**src/rtl/seg7_to_bcd_scanner_pkg.sv**
```systemverilog
// Shared segment-code constants, digit payload type and scanner state encoding
// for the 7-segment receive path.
package seg7_to_bcd_scanner_pkg;

    localparam int unsigned SEG_W = 7;
    localparam int unsigned BCD_W = 4;

    // Segment codes in bit order {a,b,c,d,e,f,g} = {S6..S0}
    localparam logic [SEG_W-1:0] SEG_0     = 7'b1111110;
    localparam logic [SEG_W-1:0] SEG_1     = 7'b0110000;
    localparam logic [SEG_W-1:0] SEG_2     = 7'b1101101;
    localparam logic [SEG_W-1:0] SEG_3     = 7'b1111001;
    localparam logic [SEG_W-1:0] SEG_4     = 7'b0110011;
    localparam logic [SEG_W-1:0] SEG_5     = 7'b1011011;
    localparam logic [SEG_W-1:0] SEG_6     = 7'b1011111;
    localparam logic [SEG_W-1:0] SEG_7     = 7'b1110010;
    localparam logic [SEG_W-1:0] SEG_8     = 7'b1111111;
    localparam logic [SEG_W-1:0] SEG_9     = 7'b1111011;
    localparam logic [SEG_W-1:0] SEG_BLANK = 7'b0000000;

    localparam logic [BCD_W-1:0] BCD_BLANK = 4'hF;
    localparam logic [BCD_W-1:0] BCD_ERR   = 4'hE;

    typedef struct packed {
        logic [BCD_W-1:0] bcd;
        logic             err;
        logic             blank;
    } digit_t;

    localparam digit_t DIGIT_RST = '{bcd: BCD_BLANK, err: 1'b0, blank: 1'b1};

    typedef enum logic [1:0] {
        ST_WAIT   = 2'd0,
        ST_SETTLE = 2'd1,
        ST_HOLD   = 2'd2
    } scan_state_e;

endpackage

```
**src/rtl/seg7_pattern_decode.sv**
```systemverilog
// Combinational 7-segment pattern to BCD decoder; blank and illegal patterns
// are reported through their own flags.
module seg7_pattern_decode
    import seg7_to_bcd_scanner_pkg::*;
(
    input  logic [SEG_W-1:0] pattern_i,
    output logic [BCD_W-1:0] bcd_c_o,
    output logic             err_c_o,
    output logic             blank_c_o
);

    always_comb begin
        bcd_c_o = BCD_ERR;
        case (pattern_i)
            SEG_0:     bcd_c_o = 4'd0;
            SEG_1:     bcd_c_o = 4'd1;
            SEG_2:     bcd_c_o = 4'd2;
            SEG_3:     bcd_c_o = 4'd3;
            SEG_4:     bcd_c_o = 4'd4;
            SEG_5:     bcd_c_o = 4'd5;
            SEG_6:     bcd_c_o = 4'd6;
            SEG_7:     bcd_c_o = 4'd7;
            SEG_8:     bcd_c_o = 4'd8;
            SEG_9:     bcd_c_o = 4'd9;
            SEG_BLANK: bcd_c_o = BCD_BLANK;
            default:   bcd_c_o = BCD_ERR;
        endcase
        // Legal digits never decode to E or F, so the flags follow from the code
        err_c_o   = (bcd_c_o == BCD_ERR);
        blank_c_o = (bcd_c_o == BCD_BLANK);
    end

endmodule

```
**src/rtl/seg7_to_bcd_scanner.sv**
```systemverilog
// Samples a multiplexed 7-segment bus, waits for each digit to settle, and
// publishes a coherent multi-digit BCD frame once every position was captured.
module seg7_to_bcd_scanner
    import seg7_to_bcd_scanner_pkg::*;
#(
    parameter int unsigned NDIG       = 4,
    parameter int unsigned STABLE_CYC = 3
) (
    input  logic                  CLK,
    input  logic                  RST,
    input  logic                  S6,
    input  logic                  S5,
    input  logic                  S4,
    input  logic                  S3,
    input  logic                  S2,
    input  logic                  S1,
    input  logic                  S0,
    input  logic [NDIG-1:0]       DIG_SEL,
    output logic [BCD_W*NDIG-1:0] BCD,
    output logic [NDIG-1:0]       DIG_ERR,
    output logic [NDIG-1:0]       DIG_BLANK,
    output logic                  FRAME_VALID,
    output logic                  SEL_ERR
);

    localparam int unsigned CNT_W = 4;
    localparam int unsigned RUN_W = CNT_W + 1;

    logic [SEG_W-1:0] smp_seg_q, prv_seg_q;
    logic [NDIG-1:0]  smp_sel_q, prv_sel_q;
    scan_state_e      state_q;
    logic [CNT_W-1:0] cnt_q;
    logic [NDIG-1:0]  seen_q;
    digit_t [NDIG-1:0] shadow_q;
    digit_t [NDIG-1:0] frame_q;
    logic             fv_q;
    logic             sel_err_q;

    logic             sel_valid_d;
    logic             sel_bad_d;
    logic             sel_changed_d;
    logic             changed_d;
    logic [RUN_W-1:0] run_d;
    logic             capture_d;
    logic             commit_d;
    logic [NDIG-1:0]  seen_d;
    digit_t           dec_d;

    seg7_pattern_decode u_decode (
        .pattern_i (smp_seg_q),
        .bcd_c_o   (dec_d.bcd),
        .err_c_o   (dec_d.err),
        .blank_c_o (dec_d.blank)
    );

    // Run length counts the current sample, so a fresh value starts at 1
    always_comb begin
        sel_valid_d   = (smp_sel_q != '0) && ((smp_sel_q & (smp_sel_q - NDIG'(1))) == '0);
        sel_bad_d     = (smp_sel_q != '0) && !sel_valid_d;
        sel_changed_d = (smp_sel_q != prv_sel_q);
        changed_d     = (smp_seg_q != prv_seg_q) || sel_changed_d;
        run_d         = changed_d ? RUN_W'(1) : RUN_W'(cnt_q) + RUN_W'(1);
        capture_d     = sel_valid_d && !((state_q == ST_HOLD) && !changed_d)
                        && (run_d >= RUN_W'(STABLE_CYC));
        commit_d      = &seen_q;
        // Clear on commit first so a same-edge capture counts toward the next frame
        seen_d        = (commit_d ? '0 : seen_q) | (capture_d ? smp_sel_q : '0);
    end

    always_ff @(posedge CLK) begin
        if (RST) begin
            smp_seg_q <= '0;
            smp_sel_q <= '0;
            prv_seg_q <= '0;
            prv_sel_q <= '0;
            state_q   <= ST_WAIT;
            cnt_q     <= '0;
            seen_q    <= '0;
            shadow_q  <= '0;
            fv_q      <= 1'b0;
            sel_err_q <= 1'b0;
            for (int i = 0; i < NDIG; i++) begin
                frame_q[i] <= DIGIT_RST;
            end
        end else begin
            smp_seg_q <= {S6, S5, S4, S3, S2, S1, S0};
            smp_sel_q <= DIG_SEL;
            prv_seg_q <= smp_seg_q;
            prv_sel_q <= smp_sel_q;

            sel_err_q <= sel_bad_d && sel_changed_d;
            fv_q      <= commit_d;
            seen_q    <= seen_d;
            if (commit_d) begin
                frame_q <= shadow_q;
            end
            for (int i = 0; i < NDIG; i++) begin
                if (capture_d && smp_sel_q[i]) begin
                    shadow_q[i] <= dec_d;
                end
            end

            if (!sel_valid_d) begin
                state_q <= ST_WAIT;
                cnt_q   <= '0;
            end else if (capture_d) begin
                state_q <= ST_HOLD;
                cnt_q   <= '0;
            end else if ((state_q == ST_HOLD) && !changed_d) begin
                state_q <= ST_HOLD;
                cnt_q   <= '0;
            end else begin
                state_q <= ST_SETTLE;
                cnt_q   <= CNT_W'(run_d);
            end
        end
    end

    always_comb begin
        for (int i = 0; i < NDIG; i++) begin
            BCD[BCD_W*i +: BCD_W] = frame_q[i].bcd;
            DIG_ERR[i]            = frame_q[i].err;
            DIG_BLANK[i]          = frame_q[i].blank;
        end
    end

    assign FRAME_VALID = fv_q;
    assign SEL_ERR     = sel_err_q;

endmodule

```
**config.mk**
```make
export PLATFORM = sky130hd
export DESIGN_NAME = seg7_to_bcd_scanner
export DESIGN_NICKNAME = d
export VERILOG_FILES = /design/src/rtl/seg7_to_bcd_scanner_pkg.sv /design/src/rtl/seg7_pattern_decode.sv /design/src/rtl/seg7_to_bcd_scanner.sv
export SDC_FILE = /design/constraint.sdc
export NUM_CORES = 1
export LEC_CHECK = 0
export BUFFER_PORTS_ARGS = -buffer_cell sky130_fd_sc_hd__buf_2
export CAP_MARGIN = 10
export CORE_ASPECT_RATIO = 0.7
export CORE_MARGIN = 2
export CORE_UTILIZATION = 57
export DETAILED_ROUTE_END_ITERATION = 8
export HOLD_SLACK_MARGIN = 0.12
export PLACE_DENSITY = 0.83
export SETUP_SLACK_MARGIN = 0.3
export SYNTH_ARGS = -nofsm -noshare
export SYNTH_HDL_FRONTEND = slang
export SYNTH_HIERARCHICAL = 1
export SYNTH_SLANG_ARGS = --single-unit
```
**constraint.sdc**
```tcl
create_clock -name CLK -period 2.41 [get_ports CLK]
set_input_delay 0.241 -clock CLK [delete_from_list [all_inputs] [get_ports CLK]]
set_output_delay 0.241 -clock CLK [all_outputs]
set_load 0.01 [all_outputs]
```
==> Word-level counts from Yosys, hierarchy flattened <==
Index checks and enable logic that the tools add are counted.
{ "totals": {"regBits": 82, "out_inout_bits": 26, "elab_cells": 82} }
{ "classes": {"addsub": 2, "n_lt_le_gt_ge": 1, "eq_ne": 15, "n_mux": 6, "bitwise": 3, "reduce_logical": 21} }
{ "op_table": {"columns": ["operator", "count"], "rows": [
  ["7-bit equality test, second input constant", 8],
  ["4-bit one-hot mux with 11 select lines", 1],
  ["7-bit by 6-bit equality test with 1-bit output, second input constant", 2],
  ["1-bit logical AND", 10],
  ["4-bit equality test, second input constant", 2],
  ["4-bit 2-to-1 mux", 2],
  ["7-bit logical NOT", 1],
  ["7-bit != test", 1],
  ["4-bit by 1-bit adder with 5-bit output, second input constant", 1],
  ["5-bit by 2-bit greater-or-equal comparator with 1-bit output, second input constant", 1],
  ["5-bit 2-to-1 mux", 1],
  ["4-bit AND", 1],
  ["4-bit logical NOT", 1],
  ["2-bit 2-to-1 mux", 2],
  ["4-bit != test", 1],
  ["4-bit bitwise OR", 1],
  ["4-bit AND reduction", 1],
  ["4-bit nonzero test", 1],
  ["4-bit OR reduction", 1],
  ["4-bit by 1-bit subtractor with 4-bit output, second input constant", 1],
  ["1-bit logical NOT", 3],
  ["3-bit OR reduction", 1],
  ["2-bit equality test, second input constant", 1],
  ["2-bit OR reduction", 1],
  ["other kinds (2)", 2]
]} }

==> Longest topological paths before layout <==
Gate-level depths: netlist (run 1).
{ "logic_depth": {"ltp_word": 9, "ltp_mapped": 7} }

==> Cells and area by module <==
Netlist (run 1), hierarchy kept.
{ "by_module_without_submodules": {"columns": ["module", "n_inst", "cells_each", "area_each_um2", "seq_area_each_um2"], "rows": [
  ["seg7_to_bcd_scanner", 1, 309, 3156.8, 1641.6],
  ["seg7_pattern_decode", 1, 37, 274.0, 0.0]
]} }

==> Worst setup path after synthesis (run 1) <==
Ideal clock, no wire load.
{ "synth_timing": {"kind": "register -> register", "start": "reg cnt_q[0]", "end": "reg shadow_q[2] in the netlist's numbering", "setup_time_ns": 0.122, "t_arrival_ns": 1.660, "required_ns": 2.288, "path_slack_ns": 0.628, "stages_incl_launch_ff": 8, "cell_sequence": "dfxtp_1 > ha_1 > a21bo_2 > a2111oi_4 > nor2_4 > and4_1 > buf_6 > mux2i_1"} }
{ "synth_via": {"elab_chain_len": 5} }
{ "synth_rtl": {"columns": ["item", "line_no", "text"], "rows": [
  ["start: declaration", "seg7_to_bcd_scanner.sv:32", "logic [CNT_W-1:0] cnt_q;"],
  ["start signal: assignment", "seg7_to_bcd_scanner.sv:114", "cnt_q <= CNT_W'(run_d);"],
  ["4-bit by 1-bit adder with 5-bit output", "seg7_to_bcd_scanner.sv:62", "run_d = changed_d ? RUN_W'(1) : RUN_W'(cnt_q) + RUN_W'(1);"],
  ["5-bit 2-to-1 mux", "seg7_to_bcd_scanner.sv:62", null],
  ["5-bit by 2-bit greater-or-equal comparator with 1-bit output", "seg7_to_bcd_scanner.sv:64", "&& (run_d >= RUN_W'(STABLE_CYC));"],
  ["1-bit logical AND", "seg7_to_bcd_scanner.sv:64", null],
  ["1-bit logical AND", "seg7_to_bcd_scanner.sv:98", "if (capture_d && smp_sel_q[i]) begin"],
  ["end signal: assignment", "seg7_to_bcd_scanner.sv:79", "shadow_q <= '0;"],
  ["end signal: indexed assignment", "seg7_to_bcd_scanner.sv:99", "shadow_q[i] <= dec_d;"],
  ["end: declaration", "seg7_to_bcd_scanner.sv:34", "digit_t [NDIG-1:0] shadow_q;"]
]} }
No other way between the ends.
A chain may end at the register's enable or synchronous reset.

==> Worst setup path after layout (run 1) <==
{ "layout_timing": {"start": "reg smp_sel_q[3]", "end": "reg shadow_q[12] in the netlist's numbering"} }
{ "layout_via": {"elab_chain_len": 8, "word_cells_on_any_way": 15, "classes_between": "1 x add/sub; 1 x order compare; 1 x eq/ne; 1 x mux; 1 x bitwise; 10 x reduce/logical"} }
{ "layout_rtl": {"columns": ["item", "line_no", "text"], "rows": [
  ["start: declaration", "seg7_to_bcd_scanner.sv:30", "logic [NDIG-1:0] smp_sel_q, prv_sel_q;"],
  ["start signal: assignment", "seg7_to_bcd_scanner.sv:73", "smp_sel_q <= '0;"],
  ["start signal: assignment", "seg7_to_bcd_scanner.sv:87", "smp_sel_q <= DIG_SEL;"],
  ["parallel branches: the longest is 6 deep, another holds 4-bit by 1-bit subtractor with 4-bit output", null, null],
  ["1-bit logical AND (*)", "seg7_to_bcd_scanner.sv:64", null],
  ["1-bit logical AND (*)", "seg7_to_bcd_scanner.sv:98", null]
]} }
Mark *: on every way between the ends.

==> results of run 1 <==
## power by group
group	switching [mW]	internal (mW)	total, mW	leakage, nW
combinational	0.0723	0.0832	0.155	0.880
sequential	0.0370	1.38	1.41	0.667
clock	0.530	0.379	0.909	0.0818
## worst max-delay path: stages, from the launching register on
cell and delay [ps]:
dfxtp_1 570, xnor2_2 150, nand4_1 210, nor3_4 240, buf_4 210, nand4_4 230
mux2i_1 190
## cell type report
class                   instances  area (um^2)
fillers                       489         1870
flip-flops and latches         82         1640
clock inverters                 7         53.8
inverters                       2         7.51
clock buffers                   9          124
multi-input cells             238         1640
repair buffers                 53          330
well taps                      75         93.8
## how the worst max path moves through the flow
stage / from / to / slack, ps / depth (start not counted)
after floorplan: cnt_q[0]$_SDFF_PP0_ / shadow_q[2]$_SDFFE_PP0P_ / 630 / 7
after detailed placement: smp_sel_q[1]$_SDFF_PP0_ / shadow_q[1]$_SDFFE_PP0P_ / 440 / 5
after global placement: smp_sel_q[1]$_SDFF_PP0_ / shadow_q[5]$_SDFFE_PP0P_ / 510 / 5
after global routing: smp_sel_q[0]$_SDFF_PP0_ / shadow_q[3]$_SDFFE_PP0P_ / 310 / 5
after CTS: smp_sel_q[1]$_SDFF_PP0_ / shadow_q[3]$_SDFFE_PP0P_ / 410 / 5
final: smp_sel_q[3]$_SDFF_PP0_ / shadow_q[12]$_SDFFE_PP0P_ / 470 / 6
## registers in the layout, summed over array words and instances (netlist names)
name and flops:
BCD 16, DIG_BLANK 4, DIG_ERR 4, FRAME_VALID 1, SEL_ERR 1, cnt_q 4, prv_seg_q 7, prv_sel_q 4
seen_q 4, shadow_q 24, smp_seg_q 7, smp_sel_q 4, state_q 2
## routing by layer
layer | up-vias | track usage [%]
li1 | 1226 | -
met2 | 49 | 33.9
met5 | - | 0
met1 | 1129 | 23.9
met3 | 8 | 8.27
met4 | 0 | 6.69
## logic make-up after synthesis
logic type | Yosys count
xor gates and xnor gates | 13
and+or+nand+nor | 174
buffers and inverters | 27
adders and majority gates | 2
muxes | 24
DFF | 82
AOI/OAI and AO/OA | 23
other | 1
## metrics by stage
stage	hold slack, ps	instance area, um^2	worst slack [ps]	total power, mW	utilization (%)
finish	396	3890	473	2.48	67.5
global route	406	3890	310	2.57	67.5
CTS	385	3890	407	2.48	67.5
detailed placement	445	3600	440	1.59	62.5
global placement	442	3600	507	1.58	62.5
floorplan	369	3430	628	1.56	-
## layout by cell type, fill, tap and decap left out, types with 2 or more instances in the layout
| cell type | n |
|---|---|
| o21ai_0 | 3 |
| xnor2_1 | 9 |
| mux2i_1 | 24 |
| conb_1 | 2 |
| nand2b_1 | 31 |
| nand2_1 | 54 |
| nor3b_1 | 2 |
| xnor2_2 | 3 |
| clkbuf_8 | 9 |
| nor3_1 | 5 |
| nand4_4 | 3 |
| nand3_1 | 5 |
| buf_2 | 38 |
| clkinv_4 | 2 |
| dfxtp_1 | 82 |
| clkinvlp_4 | 3 |
| inv_1 | 2 |
| buf_4 | 4 |
| nand4_1 | 5 |
| o2111ai_1 | 2 |
| nor4b_1 | 2 |
| nand3b_1 | 20 |
| dlygate4sd3_1 | 11 |
| a21oi_1 | 10 |
| nor2b_1 | 24 |
| nor2_1 | 8 |
## timing repair
item	CTS	global route
gates resized for setup	0	1
setup endpoints to repair	0	6
hold endpoints to repair	11	0
hold buffers	11	0
==> results.cfg, run 1 <==
[drt]
wl_per_cell_um = 13.3
wl_mm = 6.22
drtIter0Drc = 78
dr.max_layer_used = met4
drc = 0
met1_length_mm = 3.03
wl_met3_um = 319
first_pass_iters = 4
vias = 2412
vias_per_cell = 5.18
met2_length_mm = 2.81
antenna_left = 0

[floorplanning]
core_um2 = 5760
die_w_um = 96.7
row_count = 23
num_io_pins = 39
initial_utilization_pct = 59.6
die_y_um = 68.9
dieArea_um2 = 6670

[min_path]
min_path_type = in2reg
hold_end = prv_seg_q[4]$_SDFF_PP0_
hold_path.startpoint = RST
whs_path_depth = 2

[logic_synthesis]
syn-cell-area_um2 = 3430
yosysSeqAreaShare_pct = 47.8
synth_edf_count = 0
synth_top_family_by_area = simple AND/OR/NAND/NOR gates
synth-simple-area-share_pct = 30.6
ys_ff_latch = 82
synth-async-reset-ratio_pct = 0
synth_compound_area_share_pct = 5.18
syn_inst = 346
yosys_warnings = 6
synth_adder_area_share_pct = 0.656
avgSynthCellArea_um2 = 9.92
synth.area.mux_share_pct = 7.00
synth_xor_area_share_pct = 3.98
yosysUniqueCellTypes = 49
synth.most_common_cell = dfxtp_1
yosysTopAreaCell = dfxtp_1
synth_area_leaders = dfxtp_1 (48%), mux2i_1 (7.0%), nand2_1 (5.9%)
yosys.area.top_type_share_pct = 47.8
ys_top_cells_by_count = dfxtp_1 (82), nand2_1 (54), nand2b_1 (31)
synth_flop_cell = dfxtp_1

[cts]
cts_max_level = 3
cts_buffer_depth = 2
insertion_delay_ps = 370
path_clk_slew_ps = 90
cts_sinks = 82
cts_made_buffers = 9
postCtsSetupBuffers = 0
cts-root-buf = clkbuf_8
cts_tree = done

[worst_setup_path]
reg2reg_slack_ps = 470
required_ps = 2660
path_class = reg2reg
arrival_ps = 2180
start_kind = flip-flop
reg2reg_to = shadow_q[12]$_SDFFE_PP0P_
cp-end-kind = flip-flop
crit_path_max_fanout = 8
rr_startpoint = smp_sel_q[3]$_SDFF_PP0_
reg2reg_depth = 6

[cells_and_area]
areaGrowthSynthToFinish_pct = 13.3
layout-drive-gt1-share_pct = 19.7
stdcell_count = 466
antennaDiodeCount = 0
nets = 400

[timing]
fin_crit_ps = 1940
slew_headroom_pct = 43.1
max_freq_ghz = 0.516
finalHoldViolCount = 0
setup_violations = 0
rsz0062_at_grt = false
setup_tns_ps = 0
finalCritPeriodShare_pct = 80.4
drv_slew = 0
worst_slew_pin_slew_ps = 853
skew_ps = 13.8

[run]
maxCapViolCount = 0

[status]
status = finished clean

[grt]
grtUsageTotal_pct = 20.1
grt_max_degree = 44
grt_pass1_vias = 2247
overflow = 0
grt_pass1_wl_mm = 10.4
antenna_found_initial = 0

[placement]
dp.cells = 439
gp_congestion = 0.780
port_buffers = 38
dpl.hpwl_mm = 4.05

[power]
powerDensity_nw_per_um2 = 638
ir_drop_v = 0.000472
p_leak_nw = 1.63
(Power assumes the default switching activity.)
==> run 2: changes to the inputs <==
==> constraint.sdc (replaced) <==
create_clock -name CLK -period 1.9 [get_ports CLK]
set_input_delay 0.19 -clock CLK [delete_from_list [all_inputs] [get_ports CLK]]
set_output_delay 0.19 -clock CLK [all_outputs]
set_load 0.01 [all_outputs]
==> results.cfg, run 2 (same netlist as run 1, synthesis figures left out) <==
[power]
switching_share_pct = 23.2
p_leak_nw = 1.81
p_total_mw = 3.48
ir_drop_v = 0.000605
pwr-share-comb_pct = 8.0
powerDensity_nw_per_um2 = 807
p_int_mw = 2.67
net-switching-power_mw = 0.807
p_seq_share_pct = 51.3
p_clk_share_pct = 40.6

[worst_setup_path]
path_class = reg2reg
reg2reg_slack_ps = 140
cp-endpoint = shadow_q[10]$_SDFFE_PP0P_
reg2reg_to = shadow_q[10]$_SDFFE_PP0P_
arrival_ps = 2040
start_kind = flip-flop
crit_path_max_fanout = 7
crit_slowest_cell = a2111oi_4
critical_path_cell_count = 7
required_ps = 2180
reg2reg_depth = 7
cp_num_buf_inv = 1
cp-startpoint = cnt_q[0]$_SDFF_PP0_
cpPeakStageDelay_ps = 390
worstPathCellList = ha_4 -> a21bo_4 -> a2111oi_4 -> nor2_4 -> buf_6 -> nand4_4 -> mux2i_1
cp_top_family = compound AO/OA/AOI/OAI gates
rr_startpoint = cnt_q[0]$_SDFF_PP0_
cp-end-kind = flip-flop

[cells_and_area]
layout_common_cells = dfxtp_1 (69), nand2_1 (54), buf_2 (38)
nets = 419
stdcell_count = 485
layout_commonest_cell = dfxtp_1
regArea_um2 = 1680
antennaDiodeCount = 0
largest_register_ffs = 24
layout-drive-gt1-share_pct = 31.0
n_fill_cell = 398
top_register = shadow_q
multi_input_area_um2 = 1800
areaGrowthSynthToFinish_pct = 25.7

[floorplanning]
dieArea_um2 = 6670
core_um2 = 5760
row_count = 23
die_w_um = 96.7
die_y_um = 68.9
num_io_pins = 39
initial_utilization_pct = 59.6

[grt]
grt_max_degree = 55
grt_pass1_vias = 2439
grtUsageTotal_pct = 21.8
antenna_found_initial = 0
grt_pass1_wl_mm = 11.4
overflow = 0

[timing]
setup_tns_ps = 0
max_freq_ghz = 0.569
whs_ps = 267
setup_violations = 0
rsz0062_at_grt = true
finalCritPeriodShare_pct = 92.6
skew_ps = 9.72
finalHoldViolCount = 0
drv_slew = 0
fin_crit_ps = 1760

[cts]
cts-root-buf = clkbuf_8
insertion_delay_ps = 360
cts_max_level = 3
cts_buffer_depth = 2
cts_tree = done
cts_sinks = 82
cts_made_buffers = 9
path_clk_slew_ps = 80

[drt]
drc = 0
antenna_left = 0
vias_per_cell = 5.29
drtIter0Drc = 90
wl_mm = 7.14
vias = 2566
wl_per_cell_um = 14.7
first_pass_iters = 4

[run]
maxCapViolCount = 0

[placement]
gp_congestion = 0.801
dpl.hpwl_mm = 4.11
dp.cells = 449
port_buffers = 38

[min_path]
min_path_type = in2reg
hold_path.startpoint = RST

[status]
status = finished clean
[run 2: changes by cell type in the layout (fill, tap and decap cells not counted), sizes merged]
cell,previous run,this run
clkinv,3,1
buf,42,61
inv,3,4
clkinvlp,3,1
clkbuf,9,10
bufinv,0,2
[run 2: per-layer routing]
metal  track usage, %  vias to the layer above  share of wire, %
li1                 -                     1279                 -
met1             27.2                     1217                48
met5                0                        -                 0
met3             7.86                       15               4.3
met4             8.10                        0               1.8
met2             35.6                       55                46
[run 2: per-stage QoR]
| step | utilization [%] | instance area, um^2 | setup slack [ps] |
|---|---|---|---|
| 2_1_floorplan | - | 3470 | 210 |
| 3_3_place_gp | 64.6 | 3720 | 106 |
| 3_5_place_dp | 64.6 | 3720 | 64.9 |
| 4_1_cts | 71.2 | 4100 | 98.2 |
| 5_1_grt | 75.0 | 4310 | 53.3 |
| 6_report | 75.0 | 4310 | 141 |
[run 2: cell type report]
cell class	instances	share of cell area, %
clock inverter	6	2.03
timing repair buffer	72	11.6
sequential	82	39.0
inverter	2	0.174
multi-input combinational	238	41.8
tap	75	2.18
clock buffer	10	3.19
[run 2: power groups by stage]
stage	clock [mW]	combinational [mW]	sequential [mW]
after floorplan	0	0.178	1.81
after global placement	0	0.203	1.83
after detailed placement	0	0.206	1.83
after CTS	1.44	0.234	1.79
after global routing	1.52	0.301	1.79
final	1.41	0.280	1.79
[run 2: how the worst min path moves through the flow]
stage	endpoint	slack, ps	cells past startpoint
6_report	seen_q[3]$_SDFF_PP0_	270	3
2_1_floorplan	smp_seg_q[6]$_SDFF_PP0_	320	1
3_3_place_gp	smp_seg_q[4]$_SDFF_PP0_	400	2
5_1_grt	FRAME_VALID$_SDFF_PP0_	280	3
4_1_cts	seen_q[3]$_SDFF_PP0_	250	3
3_5_place_dp	smp_seg_q[5]$_SDFF_PP0_	400	2
[run 2: timing repair]
action	4_1_cts	5_1_grt
pin swaps	5	12
gates resized for setup	9	37
hold buffers	11	0
buffers inserted	2	7
endpoints found under the hold margin	11	0
endpoints found under the setup margin	32	32
[run 2: worst reg2reg max path: cells and delay by family (launching register included)]
family,cells,cell delay (ps)
flops,1,370
buf+inv,1,150
mux,1,230
fa+ha+maj,1,120
simple gates,2,210
compound gates,2,610
